## src/rtl/merge_dir_gen.sv

```systemverilog
// Direction-bit generator for the merged CORDIC tail: one rotation decision per
// cycle using atan(2^-k) ~= 2^-k, plus the collected bit vector and final residual.
module merge_dir_gen #(
    parameter int WIDTH   = 22,
    parameter int FRAC    = 20,
    parameter int K_FIRST = 9,
    parameter int K_LAST  = 16
) (
    input  logic                        clk,
    input  logic                        rst,
    input  logic                        start,
    input  logic [WIDTH-1:0]            z_in,
    output logic                        busy,
    output logic                        b_valid,
    output logic                        b_out,
    output logic [4:0]                  k_out,
    output logic                        done,
    output logic [K_LAST-K_FIRST:0]     b_vec,
    output logic [WIDTH-1:0]            z_res
);

    localparam int NUM = K_LAST - K_FIRST + 1;
    localparam int CW  = (NUM > 1) ? $clog2(NUM) : 1;

    typedef enum logic {
        IDLE = 1'b0,
        RUN  = 1'b1
    } state_t;

    state_t             state_reg, state_next;
    logic [CW-1:0]      cnt_reg, cnt_next;
    logic [WIDTH-1:0]   z_reg, z_next;
    logic               b_valid_reg, b_valid_next;
    logic               b_out_reg, b_out_next;
    logic [4:0]         k_out_reg, k_out_next;
    logic               done_reg, done_next;
    logic [NUM-1:0]     b_vec_reg, b_vec_next;
    logic [WIDTH-1:0]   z_res_reg, z_res_next;

    logic               load;
    logic               step;
    logic               b_cur;
    logic [WIDTH-1:0]   term;
    logic [WIDTH-1:0]   z_upd;
    logic [WIDTH-1:0]   term_tab [NUM];

    // Constant per-iteration step 2^(FRAC-k), indexed by cnt.
    genvar gi;
    generate
        for (gi = 0; gi < NUM; gi++) begin : g_term
            assign term_tab[gi] = WIDTH'(1) << (FRAC - K_FIRST - gi);
        end
    endgenerate

    assign term  = term_tab[cnt_reg];
    assign b_cur = ~z_reg[WIDTH-1];
    assign z_upd = b_cur ? (z_reg - term) : (z_reg + term);

    always_comb begin
        state_next   = state_reg;
        cnt_next     = cnt_reg;
        z_next       = z_reg;
        b_valid_next = 1'b0;
        b_out_next   = 1'b0;
        k_out_next   = 5'd0;
        done_next    = 1'b0;
        z_res_next   = z_res_reg;
        load         = 1'b0;
        step         = 1'b0;
        case (state_reg)
            IDLE: begin
                if (start) begin
                    load       = 1'b1;
                    state_next = RUN;
                    cnt_next   = '0;
                    z_next     = z_in;
                end
            end
            RUN: begin
                step         = 1'b1;
                z_next       = z_upd;
                b_valid_next = 1'b1;
                b_out_next   = b_cur;
                k_out_next   = 5'(K_FIRST) + 5'(cnt_reg);
                if (cnt_reg == CW'(NUM - 1)) begin
                    state_next = IDLE;
                    cnt_next   = '0;
                    done_next  = 1'b1;
                    z_res_next = z_upd;
                end else begin
                    cnt_next = cnt_reg + CW'(1);
                end
            end
            default: begin
                state_next = IDLE;
            end
        endcase
    end

    // Each vector bit clears on a new run and captures its own iteration's decision.
    generate
        for (gi = 0; gi < NUM; gi++) begin : g_vec
            assign b_vec_next[gi] = load ? 1'b0 :
                                    (step && (cnt_reg == CW'(gi))) ? b_cur :
                                    b_vec_reg[gi];
        end
    endgenerate

    always_ff @(posedge clk or posedge rst) begin
        if (rst) begin
            state_reg   <= IDLE;
            cnt_reg     <= '0;
            z_reg       <= '0;
            b_valid_reg <= 1'b0;
            b_out_reg   <= 1'b0;
            k_out_reg   <= 5'd0;
            done_reg    <= 1'b0;
            b_vec_reg   <= '0;
            z_res_reg   <= '0;
        end else begin
            state_reg   <= state_next;
            cnt_reg     <= cnt_next;
            z_reg       <= z_next;
            b_valid_reg <= b_valid_next;
            b_out_reg   <= b_out_next;
            k_out_reg   <= k_out_next;
            done_reg    <= done_next;
            b_vec_reg   <= b_vec_next;
            z_res_reg   <= z_res_next;
        end
    end

    assign busy    = (state_reg == RUN);
    assign b_valid = b_valid_reg;
    assign b_out   = b_out_reg;
    assign k_out   = k_out_reg;
    assign done    = done_reg;
    assign b_vec   = b_vec_reg;
    assign z_res   = z_res_reg;

endmodule
```

## config.mk

```make
export PLATFORM = sky130hd
export DESIGN_NAME = merge_dir_gen
export DESIGN_NICKNAME = d
export VERILOG_FILES = /design/src/rtl/merge_dir_gen.sv
export SDC_FILE = /design/constraint.sdc
export NUM_CORES = 1
export LEC_CHECK = 0
export CORE_UTILIZATION = 45
export CTS_CLUSTER_DIAMETER = 30
export DETAILED_ROUTE_END_ITERATION = 7
export PLACE_DENSITY = 0.79
export REMOVE_ABC_BUFFERS = 1
export SYNTH_ARGS = -nofsm -noshare
export SYNTH_HDL_FRONTEND = slang
export SYNTH_SLANG_ARGS = --single-unit
export TNS_END_PERCENT = 10
```

## constraint.sdc

```tcl
create_clock -name clk -period 4.2 [get_ports clk]
set_input_delay 0.84 -clock clk [delete_from_list [all_inputs] [get_ports clk]]
set_output_delay 0.84 -clock clk [all_outputs]
set_load 0.01 [all_outputs]
```

Word level (Yosys, flattened, before mapping):

Memory sizes are Yosys's and may differ from the RTL's.
Index checks and enable logic that the tools add are counted.

* shift operators: 0
* eq/ne operators: 8
* mux-type cells: 33
* $add $sub $neg: 4
* $lt $le $gt $ge: 1
* div/mod/pow operators: 0
* multiply operators: 0
* reduce and logical (&&, ||, !) cells: 18
* bitwise operators: 3

Operators with widths (count)
* two-way mux 22 bit: 4
* case mux 22 bit (2 select lines): 1
* two-way mux 1 bit: 23
* adder 22 bit: 1
* subtractor 22 bit: 1
* nonzero test 2 bit: 8
* == test 3 bit (second input constant): 4
* logical AND 1 bit: 8
* == test 3 x 2 -> 1 bit (second input constant): 2
* two-way mux 3 bit: 2
* case mux 3 bit (2 select lines): 1
* adder 4 x 3 -> 5 bit (first input constant): 1
* two-way mux 5 bit: 1
* >= comparator 4 bit (second input constant): 1
* inverter 3 -> 4 bit: 1
* adder 3 x 1 -> 3 bit (second input constant): 1
* == test 3 x 1 -> 1 bit (second input constant): 1
* logical NOT 3 bit: 1
* inequality test 2 bit (second input constant): 1
* inverter 1 bit: 2
* case mux 1 bit (2 select lines): 1
* AND reduction 2 bit: 1

* input bits: 25
* register bits after elaboration: 64
* bits in latches: 0
* ROM bits: 176
* output and inout port bits: 39
* memory bits (writable): 0
* memories: 1

Memory list
* (name not given): depth 8, bits a word 22, rd ports 1, clocked after memory_dff 0, wr ports 0, line 55 `assign term = term_tab[cnt_reg];`

Logic depth before layout (Yosys ltp):

Gate-level depths: netlist (run 1).

* word-level depth: 7
* gate-level depth with buffers: 15

Worst setup path after synthesis (run 1):

OpenSTA, ideal clock, no wires.

* kind: register to register
* start: register cnt_reg[2]
* end: register z_reg[21]
* arrival: 3.211 ns
* cell stages (with the launch flop): 16
* required time: 4.106 ns
* path slack: 0.896 ns
* path buffers: 1
* cell sequence: dfrtp_1 > clkbuf_1 > clkinv_1 > ha_1 > nand2b_1 > a21oi_1 > ha_1 > nand2_1 > o21ai_0 > ha_1 > a21oi_1 > a31oi_1 > o211ai_2 > a21oi_1 > o32a_1 > a221oi_2

* cells in the longest elaborated chain, start to end: 7
* elaborated cells on any way between the ends: 8

RTL lines
* from (decl): line 31 `logic [CW-1:0] cnt_reg, cnt_next;`
* from (signal assigned): line 122 `cnt_reg <= cnt_next;`
* inverter 3 -> 4 bit (not written as such) *: line 55
* memory read (8 x 22 bit) *
* two-way mux 22 bit (not written as such) * (2 in series): line 55
* subtractor 22 bit or adder 22 bit (tied branches): line 57 `assign z_upd = b_cur ? (z_reg - term) : (z_reg + term);`
* two-way mux 22 bit *: line 57
* case mux 22 bit (2 select lines) *: line 70 `case (state_reg)`
* to (signal assigned): line 123 `z_reg <= z_next;`
* to (decl): line 32 `logic [WIDTH-1:0] z_reg, z_next;`

Mark *: on every way between the ends. The rest lies on a longest branch, timed or not. The select of a mux whose other input is x is not followed.
A chain may end at the register's enable or synchronous reset.

Final worst setup path (run 1):

Same ends and word-level chain as after synthesis.

==> qor.yml, run 1 <==
status: "completed"
yosys-top-cells-area: "dfrtp_1 (43%), ha_1 (8.2%), mux2_2 (4.9%), a21oi_1 (4.8%), nand2_1 (3.8%)"
cts-root-buf: "clkbuf_8"
post-cts-setup-buffers: 0
async_flop_share_pct: 100
setup_violations: 0
synth_cell_type_count: 53
period_needed_ns: 3.68
maxCapViolCount: 0
finalWirelength_um: 8870
cp_data_required_time_ns: 4.46
crit_type: "reg2reg"
antenna_found_initial: 0
muxShareOfSynthArea_pct: 6.29
synthCells: 383
start_util_pct: 46.9
pin_count: 64
drive_gt1_share_pct: 9.58
portBuffers: 63
finalCritPeriodShare_pct: 87.5
fin_cells: 551
synth_edf_count: 0
final_util_pct: 58.8
placedInstanceArea_mm2: 0.00435
final_nets: 494
power_mw: 4.34
coreArea_mm2: 0.00781
hold_depth: 2
synth_top_area_share_pct: 43.1
htree_levels: 3
die_w_um: 92.2
fp-row-count: 32
ys_ff_latch: 63
synth_common_cells: "dfrtp_1 (63), nand2_1 (37), a21oi_1 (35)"
crit_fanout: 11
synth.most_common_cell: "dfrtp_1"
rr_endpoint: "z_reg[21]"
grt_usage_pct: 22.8
synth_ff_type: "dfrtp_1"
ys_seq_area_share_pct: 43.1
syn2layout_area_growth_pct: 25.3
yosys.area_share.adder_pct: 8.75
crit_arrival_ns: 3.93
critPathLaunchType: "register"
grt_overflow: 0
hp-start: "z_res[18]"
p_leak_nw: 2.02
clk_path_buf_depth: 2
ant_nets: 0
rsz0062_at_grt: "no"
worst-slew-pin-transition_ns: 0.927
vias_per_cell: 5.61
min_to: "z_res[18]"
max_freq_ghz: 0.272
num_vias: 3090
crit_start: "cnt_reg[2]"
hold_buffers: 0
hold_viol_final: 0
yosys_warnings: 0
final_area_mm2: 0.00459
p_per_area_mw_per_mm2: 946
reg2reg_depth: 12
drcViolationCount: 0
dieArea_mm2: 0.00850
drt_pre_antenna_iters: 5
slew_headroom_pct: 38.1
place_ws_ns: 0.611
place.gp.congestion: 0.902
fin_tns_setup_ns: 0
hold_ws_ns: 0.486
finalWorstSetupSlack_ns: 0.525
clk_pin_slew_ns: 0.07
fin_skew_ns: 0.00639
regToRegStartpoint: "cnt_reg[2]"
synth_xor_area_share_pct: 2.39
r2r_slack_ns: 0.52
cts_inserted_buffers: 9
grt_pass1_vias: 3021
synth_top_family_by_area: "compound AO/OA/AOI/OAI gates"
cts_sinks: 63
die_h_um: 92.2
grt_pass1_wl_um: 15100
wire_per_inst_um: 16.1
synth_area_per_cell_um2: 9.56
grt_max_degree: 47
synth_compound_area_share_pct: 20.4
synth-simple-area-share_pct: 13.8
dp_cells: 535
ir_drop_mv: 0.388
finalMaxSlewViolations: 0
num_antenna_cells: 0
yosys.area.top_type: "dfrtp_1"
place_hpwl_um: 6420
worstHoldPathType: "reg2reg"
synthesis.area_mm2: 0.00366
clkLatencyLatePin_ns: 0.35
first_iter_violations: 228
post_cts_resized: 0
cts_tree: "done"
critPathCaptureType: "register"
==> worst max-delay path, stage by stage, from the launching register on <==
cell      delay [ns]
dfrtp_1         0.55
clkinv_1        0.29
ha_1            0.34
nand2b_1        0.17
nor2_1          0.36
nor2_1          0.10
ha_1            0.39
inv_1           0.11
nor3_1          0.55
nand3_1         0.15
a21oi_1         0.24
o41ai_1         0.12
a221oi_2        0.21
==> cell usage in the layout, fill, tap and decap left out, types with 3 or more instances in the layout <==
master,synthesis,layout
buf_4,1,4
ha_1,24,24
nand4_1,3,3
nor2b_1,10,10
a21o_1,10,10
bufinv_16,0,3
inv_1,23,22
nor3_1,7,7
o31ai_1,7,7
a21oi_1,35,35
dfrtp_1,63,63
mux2_2,16,16
mux2i_1,5,5
nor2_1,20,20
o22ai_1,8,8
nand2_1,37,37
clkbuf_8,0,9
xnor2_1,8,8
clkdlybuf4s50_1,0,63
a211oi_1,10,10
o21ai_0,27,27
a31oi_1,3,3
nand3_1,10,10
==> report_power, final <==
| part | switching, mW | internal, mW |
|---|---|---|
| registers | 0.189 | 0.905 |
| clock network | 0.241 | 0.396 |
| logic | 1.45 | 1.16 |
| total | 1.88 | 2.46 |
==> cell type report <==
class | count | area (um^2)
Multi-Input combinational cell | 278 | 1890
Clock buffer | 11 | 131
Timing Repair Buffer | 67 | 661
Inverter | 25 | 93.8
Clock inverter | 5 | 106
Fill cell | 666 | 3220
Sequential cell | 63 | 1580
Tap cell | 102 | 128
==> metal layers <==
metal | up-vias | GRT usage [%] | routed length [um]
met1 | 1478 | 31.5 | 4160
met5 | - | 0 | 0
met3 | 18 | 4.73 | 427
met2 | 93 | 36.1 | 4100
met4 | 0 | 6.90 | 180
li1 | 1501 | - | -
==> cell families after synthesis <==
kind of cell	Yosys count
multiplexers	21
adder cells (fa/ha/maj)	25
AND/OR/NAND/NOR	104
buffers and inverters	42
AO/OA/AOI/OAI	118
XOR/XNOR	10
flip-flops	63
==> worst max-delay path by stage <==
stage	depth (start not counted)	endpoint	slack (ns)
2_1_floorplan	15	z_reg[21]	1.00
3_3_place_gp	14	z_reg[18]	0.71
3_5_place_dp	14	z_reg[18]	0.61
4_1_cts	14	z_res[20]	0.58
5_1_grt	15	z_res[18]	0.24
6_report	12	z_reg[21]	0.52
(Power assumes the default switching activity.)
==> inputs of run 2 (changes only) <==
- ABC_AREA: default -> 0
==> results of run 2 <==
Final layout, timing and power as in run 1 (identical DEF).
==> inputs of run 3 (changes only) <==
- CAP_MARGIN: default -> 20
- CTS_CLUSTER_DIAMETER: 30 -> 200
==> results of run 3 <==
Final layout, timing and power as in run 1 (identical DEF).
